<file path="src/rtl/doom58_pkg.sv">
// -----------------------------------------------------------------------------
// doom58_pkg
// Shared constants and types for the pixel pipeline in front of the VGA
// adapter.
//   SCREEN_W / SCREEN_H : visible raster size in pixels
//   COLOUR_W            : colour word width (3 channels x 6 bits)
//   state_t             : pixel_write_arbiter FSM states
// -----------------------------------------------------------------------------
package doom58_pkg;

    localparam int SCREEN_W = 160;
    localparam int SCREEN_H = 120;
    localparam int COLOUR_W = 18;

    // IDLE arbitrates the writer channels, CLEAR sweeps the whole screen.
    typedef enum logic {
        IDLE,
        CLEAR
    } state_t;

endpackage

</file>
<file path="src/rtl/rr_arbiter.sv">
// -----------------------------------------------------------------------------
// rr_arbiter
// Purely combinational round-robin grant. The search for a requester starts
// at index ptr and wraps around, so the channel at ptr has top priority.
// Ports:
//   req   : per-channel request vector
//   ptr   : index at which the search starts (0..N-1)
//   grant : one-hot grant, all zeros when nothing is requesting
// -----------------------------------------------------------------------------
module rr_arbiter #(
    parameter int  N  = 2,
    localparam int PW = (N > 1) ? $clog2(N) : 1
) (
    input  logic [N-1:0]  req,
    input  logic [PW-1:0] ptr,
    output logic [N-1:0]  grant
);

    logic          found;
    logic [PW-1:0] idx;

    // Walk the channels starting at ptr and hand the grant to the first one
    // that is requesting; found stops any later channel from also winning.
    always_comb begin
        grant = '0;
        found = 1'b0;
        idx   = '0;
        for (int k = 0; k < N; k++) begin
            idx = PW'((int'(ptr) + k) % N);
            if (!found && req[idx]) begin
                grant[idx] = 1'b1;
                found      = 1'b1;
            end
        end
    end

endmodule

</file>
<file path="src/rtl/pixel_write_arbiter.sv">
// -----------------------------------------------------------------------------
// pixel_write_arbiter
// Shares the VGA adapter's single pixel-write port between several writer
// channels and can take over the port for a full-screen colour fill.
// Ports:
//   clock, resetn           : rising-edge clock, synchronous active-low reset
//   req_valid / req_ready   : per-channel valid/ready handshake
//   req_x/req_y/req_colour  : packed per-channel pixel, channel i at [i*W +: W]
//   clear_start/clear_colour: one-cycle fill request and its colour
//   clear_busy / clear_done : fill in progress / one-cycle completion pulse
//   drop                    : one-cycle pulse when an off-screen pixel is eaten
//   vga_x/vga_y/vga_colour/vga_write : registered write port to the adapter
// -----------------------------------------------------------------------------
module pixel_write_arbiter
    import doom58_pkg::state_t, doom58_pkg::IDLE, doom58_pkg::CLEAR;
#(
    parameter int NUM_CH   = 2,
    parameter int X_W      = 8,
    parameter int Y_W      = 7,
    parameter int COLOUR_W = doom58_pkg::COLOUR_W,
    parameter int X_MAX    = doom58_pkg::SCREEN_W - 1,
    parameter int Y_MAX    = doom58_pkg::SCREEN_H - 1
) (
    input  logic                         clock,
    input  logic                         resetn,
    input  logic [NUM_CH-1:0]            req_valid,
    output logic [NUM_CH-1:0]            req_ready,
    input  logic [NUM_CH*X_W-1:0]        req_x,
    input  logic [NUM_CH*Y_W-1:0]        req_y,
    input  logic [NUM_CH*COLOUR_W-1:0]   req_colour,
    input  logic                         clear_start,
    input  logic [COLOUR_W-1:0]          clear_colour,
    output logic                         clear_busy,
    output logic                         clear_done,
    output logic                         drop,
    output logic [X_W-1:0]               vga_x,
    output logic [Y_W-1:0]               vga_y,
    output logic [COLOUR_W-1:0]          vga_colour,
    output logic                         vga_write
);

    localparam int             PTR_W  = (NUM_CH > 1) ? $clog2(NUM_CH) : 1;
    localparam logic [X_W-1:0] X_LAST = X_W'(X_MAX);
    localparam logic [Y_W-1:0] Y_LAST = Y_W'(Y_MAX);

    state_t                state;
    logic [PTR_W-1:0]      rr_ptr;
    logic [X_W-1:0]        sweep_x;
    logic [Y_W-1:0]        sweep_y;
    logic [COLOUR_W-1:0]   fill_colour;

    logic [NUM_CH-1:0]     grant;
    logic                  arb_enable;
    logic                  transfer;
    logic                  in_range;
    logic [PTR_W-1:0]      next_ptr;
    logic [X_W-1:0]        sel_x;
    logic [Y_W-1:0]        sel_y;
    logic [COLOUR_W-1:0]   sel_colour;
    logic                  sweep_last;
    logic [X_W-1:0]        next_sweep_x;
    logic [Y_W-1:0]        next_sweep_y;

    rr_arbiter #(
        .N (NUM_CH)
    ) u_rr_arbiter (
        .req   (req_valid),
        .ptr   (rr_ptr),
        .grant (grant)
    );

    // Grants are only exposed while idle and out of reset; a fill request in
    // the same cycle wins, so nobody is granted while the fill is being set up.
    always_comb begin
        arb_enable = resetn && (state == IDLE) && !clear_start;
        req_ready  = arb_enable ? grant : '0;
        transfer   = |(req_valid & req_ready);
    end

    // Pull the granted channel's pixel out of the packed buses and work out
    // where the round-robin pointer goes next (one past the winner).
    always_comb begin
        sel_x      = '0;
        sel_y      = '0;
        sel_colour = '0;
        next_ptr   = rr_ptr;
        for (int i = 0; i < NUM_CH; i++) begin
            if (grant[i]) begin
                sel_x      = req_x[i*X_W +: X_W];
                sel_y      = req_y[i*Y_W +: Y_W];
                sel_colour = req_colour[i*COLOUR_W +: COLOUR_W];
                next_ptr   = PTR_W'((i + 1) % NUM_CH);
            end
        end
        in_range = (sel_x <= X_LAST) && (sel_y <= Y_LAST);
    end

    // The sweep counters always hold the pixel currently on the VGA port, so
    // the next raster position is precomputed here: x wraps at the last
    // column and only then does y advance.
    always_comb begin
        sweep_last = (sweep_x == X_LAST) && (sweep_y == Y_LAST);
        if (sweep_x == X_LAST) begin
            next_sweep_x = '0;
            next_sweep_y = sweep_y + Y_W'(1);
        end else begin
            next_sweep_x = sweep_x + X_W'(1);
            next_sweep_y = sweep_y;
        end
    end

    // Main FSM with registered outputs. Pulse outputs default low every
    // cycle. Entering CLEAR already presents pixel (0,0), so the fill emits
    // exactly one pixel per CLEAR cycle and falls back to IDLE right after
    // the last one, raising clear_done in that first idle cycle.
    always_ff @(posedge clock) begin
        if (!resetn) begin
            state       <= IDLE;
            rr_ptr      <= '0;
            sweep_x     <= '0;
            sweep_y     <= '0;
            fill_colour <= '0;
            vga_x       <= '0;
            vga_y       <= '0;
            vga_colour  <= '0;
            vga_write   <= 1'b0;
            clear_busy  <= 1'b0;
            clear_done  <= 1'b0;
            drop        <= 1'b0;
        end else begin
            vga_write  <= 1'b0;
            drop       <= 1'b0;
            clear_done <= 1'b0;
            case (state)
                IDLE: begin
                    if (clear_start) begin
                        state       <= CLEAR;
                        fill_colour <= clear_colour;
                        sweep_x     <= '0;
                        sweep_y     <= '0;
                        vga_x       <= '0;
                        vga_y       <= '0;
                        vga_colour  <= clear_colour;
                        vga_write   <= 1'b1;
                        clear_busy  <= 1'b1;
                    end else if (transfer) begin
                        rr_ptr <= next_ptr;
                        if (in_range) begin
                            vga_x      <= sel_x;
                            vga_y      <= sel_y;
                            vga_colour <= sel_colour;
                            vga_write  <= 1'b1;
                        end else begin
                            drop <= 1'b1;
                        end
                    end
                end
                CLEAR: begin
                    if (sweep_last) begin
                        state      <= IDLE;
                        clear_busy <= 1'b0;
                        clear_done <= 1'b1;
                    end else begin
                        sweep_x    <= next_sweep_x;
                        sweep_y    <= next_sweep_y;
                        vga_x      <= next_sweep_x;
                        vga_y      <= next_sweep_y;
                        vga_colour <= fill_colour;
                        vga_write  <= 1'b1;
                    end
                end
                default: state <= IDLE;
            endcase
        end
    end

endmodule
</file>
<file path="config.mk">
export PLATFORM = sky130hd
export DESIGN_NAME = pixel_write_arbiter
export DESIGN_NICKNAME = d
export VERILOG_FILES = /design/src/rtl/doom58_pkg.sv /design/src/rtl/rr_arbiter.sv /design/src/rtl/pixel_write_arbiter.sv
export SDC_FILE = /design/constraint.sdc
export NUM_CORES = 1
export LEC_CHECK = 0
export ABC_AREA = 0
export BUFFER_PORTS_ARGS = -buffer_cell sky130_fd_sc_hd__buf_2
export CAP_MARGIN = 40
export CORE_ASPECT_RATIO = 0.5
export CORE_MARGIN = 2
export CORE_UTILIZATION = 46
export DETAILED_ROUTE_END_ITERATION = 7
export PLACE_DENSITY_LB_ADDON = 0.12
export SYNTH_ARGS = -nofsm -noshare
export SYNTH_HDL_FRONTEND = slang
export SYNTH_SLANG_ARGS = --single-unit
</file>
<file path="constraint.sdc">
create_clock -name clock -period 2.2 [get_ports clock]
set_input_delay 0.22 -clock clock [delete_from_list [all_inputs] [get_ports clock]]
set_output_delay 0.22 -clock clock [all_outputs]
set_load 0.05 [all_outputs]
</file>
==> out/metrics.yaml <==
outcome: "finished clean"
rr_startpoint: "rr_ptr$_SDFFE_PN0P_"
synthArstFlopShare_pct: 0
slew_headroom_pct: 67.41
drt_iter0_drc: 215
ys.flop_type: "dfxtp_1"
synthTopCellsByArea: "dfxtp_1 (36%), nand2_1 (8.7%), mux2i_1 (6.5%), o21ai_0 (5.1%), a21oi_1 (4.6%)"
syn_inst: 521
max_cap_viol_count: 0
syn_area_um2: 4013
synth_edf_count: 0
drive_gt1_share_pct: 28.66
worstSetupPathType: "flop to flop"
dieArea_um2: 9531
tightest_slew_ns: 0.4889
worstHoldStart: "clear_colour[2]"
synth-seq-area-share_pct: 35.92
fin_tns_setup_ns: 0
grt_pass1_vias: 3803
setup_viol: 0
clockBufferDepth: 2
via_per_inst: 5.552
initial_utilization_pct: 46.72
area_growth_syn_to_layout_pct: 29.15
fin_crit_ns: 2.103
hold_path_depth: 3
power_density_nw_per_um2: 715.9
gp_congestion: 0.8140
antenna_found_initial: 0
path_max_fanout: 14
yosys_warnings: 0
post_cts_buffers: 0
portBuffers: 127
wl_per_cell_um: 15.21
die_w_um: 136.1
yosysTopAreaCell: "dfxtp_1"
r2r_setup_slack_ns: 0.1
clk_pin_slew_worst_paths_ns: 0.06
fill_cells: 820
h-tree-depth: 3
die_y_um: 70.04
nNetsFinal: 736
max_freq_mhz: 475.6
worstHoldEndpoint: "fill_colour[2]$_SDFFE_PN0P_"
first_pass_iters: 4
insertion_delay_ns: 0.34
ys_types: 48
syn_nets: 612
rsz0062_at_grt: "no"
critical_path_required_ns: 2.47
rr_endpoint: "vga_colour[10]$_SDFFE_PN0P_"
io_pins: 128
grt_pass1_wl_mm: 18.75
clock_sinks: 72
dr_total_vias: 4253
stdcell_count: 766
cts_buffers: 9
fin_total_pwr_w: 0.003710
reg2regPathDepth: 6
cp-end-kind: "flop"
finalHoldViolCount: 0
ys_ff_latch: 72
fin_skew_ns: 0.007667
root_buffer: "clkbuf_16"
core_area_um2: 8588
arrival_ns: 2.37
gr-total-overflow: 0
min_path_type: "primary input to flop"
core.rowCount: 24
power_leakage_nw: 2.256
synth_top_area_share_pct: 35.92
cts_tree: "done"
slew_violations: 0
routed_wl_mm: 11.65
hpwl_mm: 8.322
cp-start-kind: "flop"
syn_avg_cell_area_um2: 7.702
antenna_left: 0
grtUsageTotal_pct: 25.13
n_antenna_cell: 0
period_share_pct: 95.58
drc: 0
grt_max_degree: 42
dp_cells: 751
vdd_drop_max_mv: 0.4536
layout make-up:
class	instances	area [µm²]	share of cell area (%)
multi-input cells	379	2290	44.18
flip-flops and latches	72	1441	27.81
repair buffers	159	904.6	17.46
clock buffers	10	229.0	4.418
well taps	117	146.4	2.825
inverters	24	90.09	1.738
clock inverters	5	81.33	1.569
stage by stage:
stage | area [µm²] | worst slack, ns | hold slack (ns) | utilization [%]
6_report | 5182 | 0.09720 | 0.1315 | 60.34
5_1_grt | 5182 | 0.003764 | 0.1388 | 60.34
4_1_cts | 5160 | 0.06183 | 0.1236 | 60.08
3_5_place_dp | 4846 | 0.0005691 | 0.4420 | 56.42
3_3_place_gp | 4846 | 0.06685 | 0.4375 | 56.42
2_1_floorplan | 4013 | 0.1553 | 0.3560 | -
repair_timing:
item / CTS / global route
pin swaps: 1 / 1
hold buffers: 0 / 0
setup endpoints to repair: 18 / 30
resized for setup: 2 / 6
power breakdown:
group	internal (W)	total [W]	switching, W	leakage, nW
clock network	0.000988	0.00154	0.000555	0.149
registers	0.00138	0.00142	0.0000381	0.590
logic	0.000262	0.000751	0.000489	1.52
flip-flops by register name, summed over array words and instances (netlist names):
register and flops:
fill_colour 18, clear_done 1, rr_ptr 1, vga_write 1
vga_y 7, vga_colour 18, clear_busy 1, drop 1
state 1, sweep_x 8, sweep_y 7, vga_x 8
worst max-delay path, stage by stage, from the launching register on:
cell and delay [ns]:
dfxtp_1 0.40, nand2b_4 0.19, a32oi_1 0.16, or4_4 0.58, a21oi_4 0.29, buf_12 0.20
mux2i_1 0.19
layout by cell type (no fill, tap or decap), drive strengths merged, types with 2 or more instances in the layout:
master and instances:
a211oi 13, a21boi 2, a21o 3, a21oi 39, a221oi 20, a22o 3
a22oi 4, a31oi 19, a32o 2, a32oi 10, and2 20, and3 4
buf 159, bufinv 2, clkbuf 10, dfxtp 72, ha 2, inv 25
mux2i 26, nand2 93, nand2b 2, nand3 10, nand3b 3, nand4 3
nor2 19, nor3 2, nor4 5, o211ai 3, o21a 2, o21ai 42
o22ai 3, or2 5, or3 6, or4 2, xnor2 2, xor2 4
synth_stat cells, types with 2 or more instances:
| library cell | instances |
|---|---|
| nand4_1 | 3 |
| o21a_1 | 2 |
| a21o_1 | 3 |
| nand2_1 | 93 |
| a21oi_2 | 2 |
| nand2b_1 | 2 |
| o211ai_1 | 3 |
| nor4_1 | 5 |
| a211oi_1 | 13 |
| buf_2 | 4 |
| nor3_1 | 2 |
| o22ai_1 | 3 |
| or2_2 | 5 |
| ha_1 | 2 |
| and3_1 | 4 |
| mux2i_1 | 26 |
| nand3b_1 | 3 |
| o21ai_0 | 41 |
| nand3_1 | 10 |
| a32oi_1 | 10 |
| a221oi_1 | 20 |
| buf_12 | 2 |
| a22oi_1 | 4 |
| inv_1 | 24 |
| or4_1 | 2 |
| or3_1 | 6 |
| clkbuf_1 | 37 |
| a22o_1 | 3 |
| a21oi_1 | 37 |
| a32o_1 | 2 |
| nor2_1 | 19 |
| and2_1 | 20 |
| xor2_1 | 4 |
| dfxtp_1 | 72 |
| a31oi_1 | 19 |
| xnor2_1 | 2 |
routing by layer:
metal  GRT usage, %  wire length [µm]  vias to the layer above
met5              0                 0                        -
met4          8.218               189                        0
met3          5.374               702                       14
met2          39.53              5357                      126
met1          34.38              5399                     1987
li1               -                 -                     2126
worst max-delay path by stage:
stage	slack [ns]	cells past startpoint	to	from
global placement	0.07	6	vga_colour[10]$_SDFFE_PN0P_	rr_ptr$_SDFFE_PN0P_
global route	0.004	6	vga_colour[11]$_SDFFE_PN0P_	rr_ptr$_SDFFE_PN0P_
detailed placement	0.0006	6	vga_colour[11]$_SDFFE_PN0P_	rr_ptr$_SDFFE_PN0P_
floorplan	0.16	8	vga_colour[10]$_SDFFE_PN0P_	sweep_x[0]$_SDFFE_PN0P_
finish	0.1	6	vga_colour[10]$_SDFFE_PN0P_	rr_ptr$_SDFFE_PN0P_
CTS	0.06	6	vga_colour[11]$_SDFFE_PN0P_	rr_ptr$_SDFFE_PN0P_
kinds of logic after synthesis:
family	share of synthesized area, %
AO/OA/AOI/OAI	27.19
XOR/XNOR	1.310
adder cells (fa/ha/maj)	0.6235
buffers and inverters	7.764
flip-flops	35.92
multiplexers	6.486
AND/OR/NAND/NOR	20.70
No activity file was read; power rests on OpenSTA's default activity.
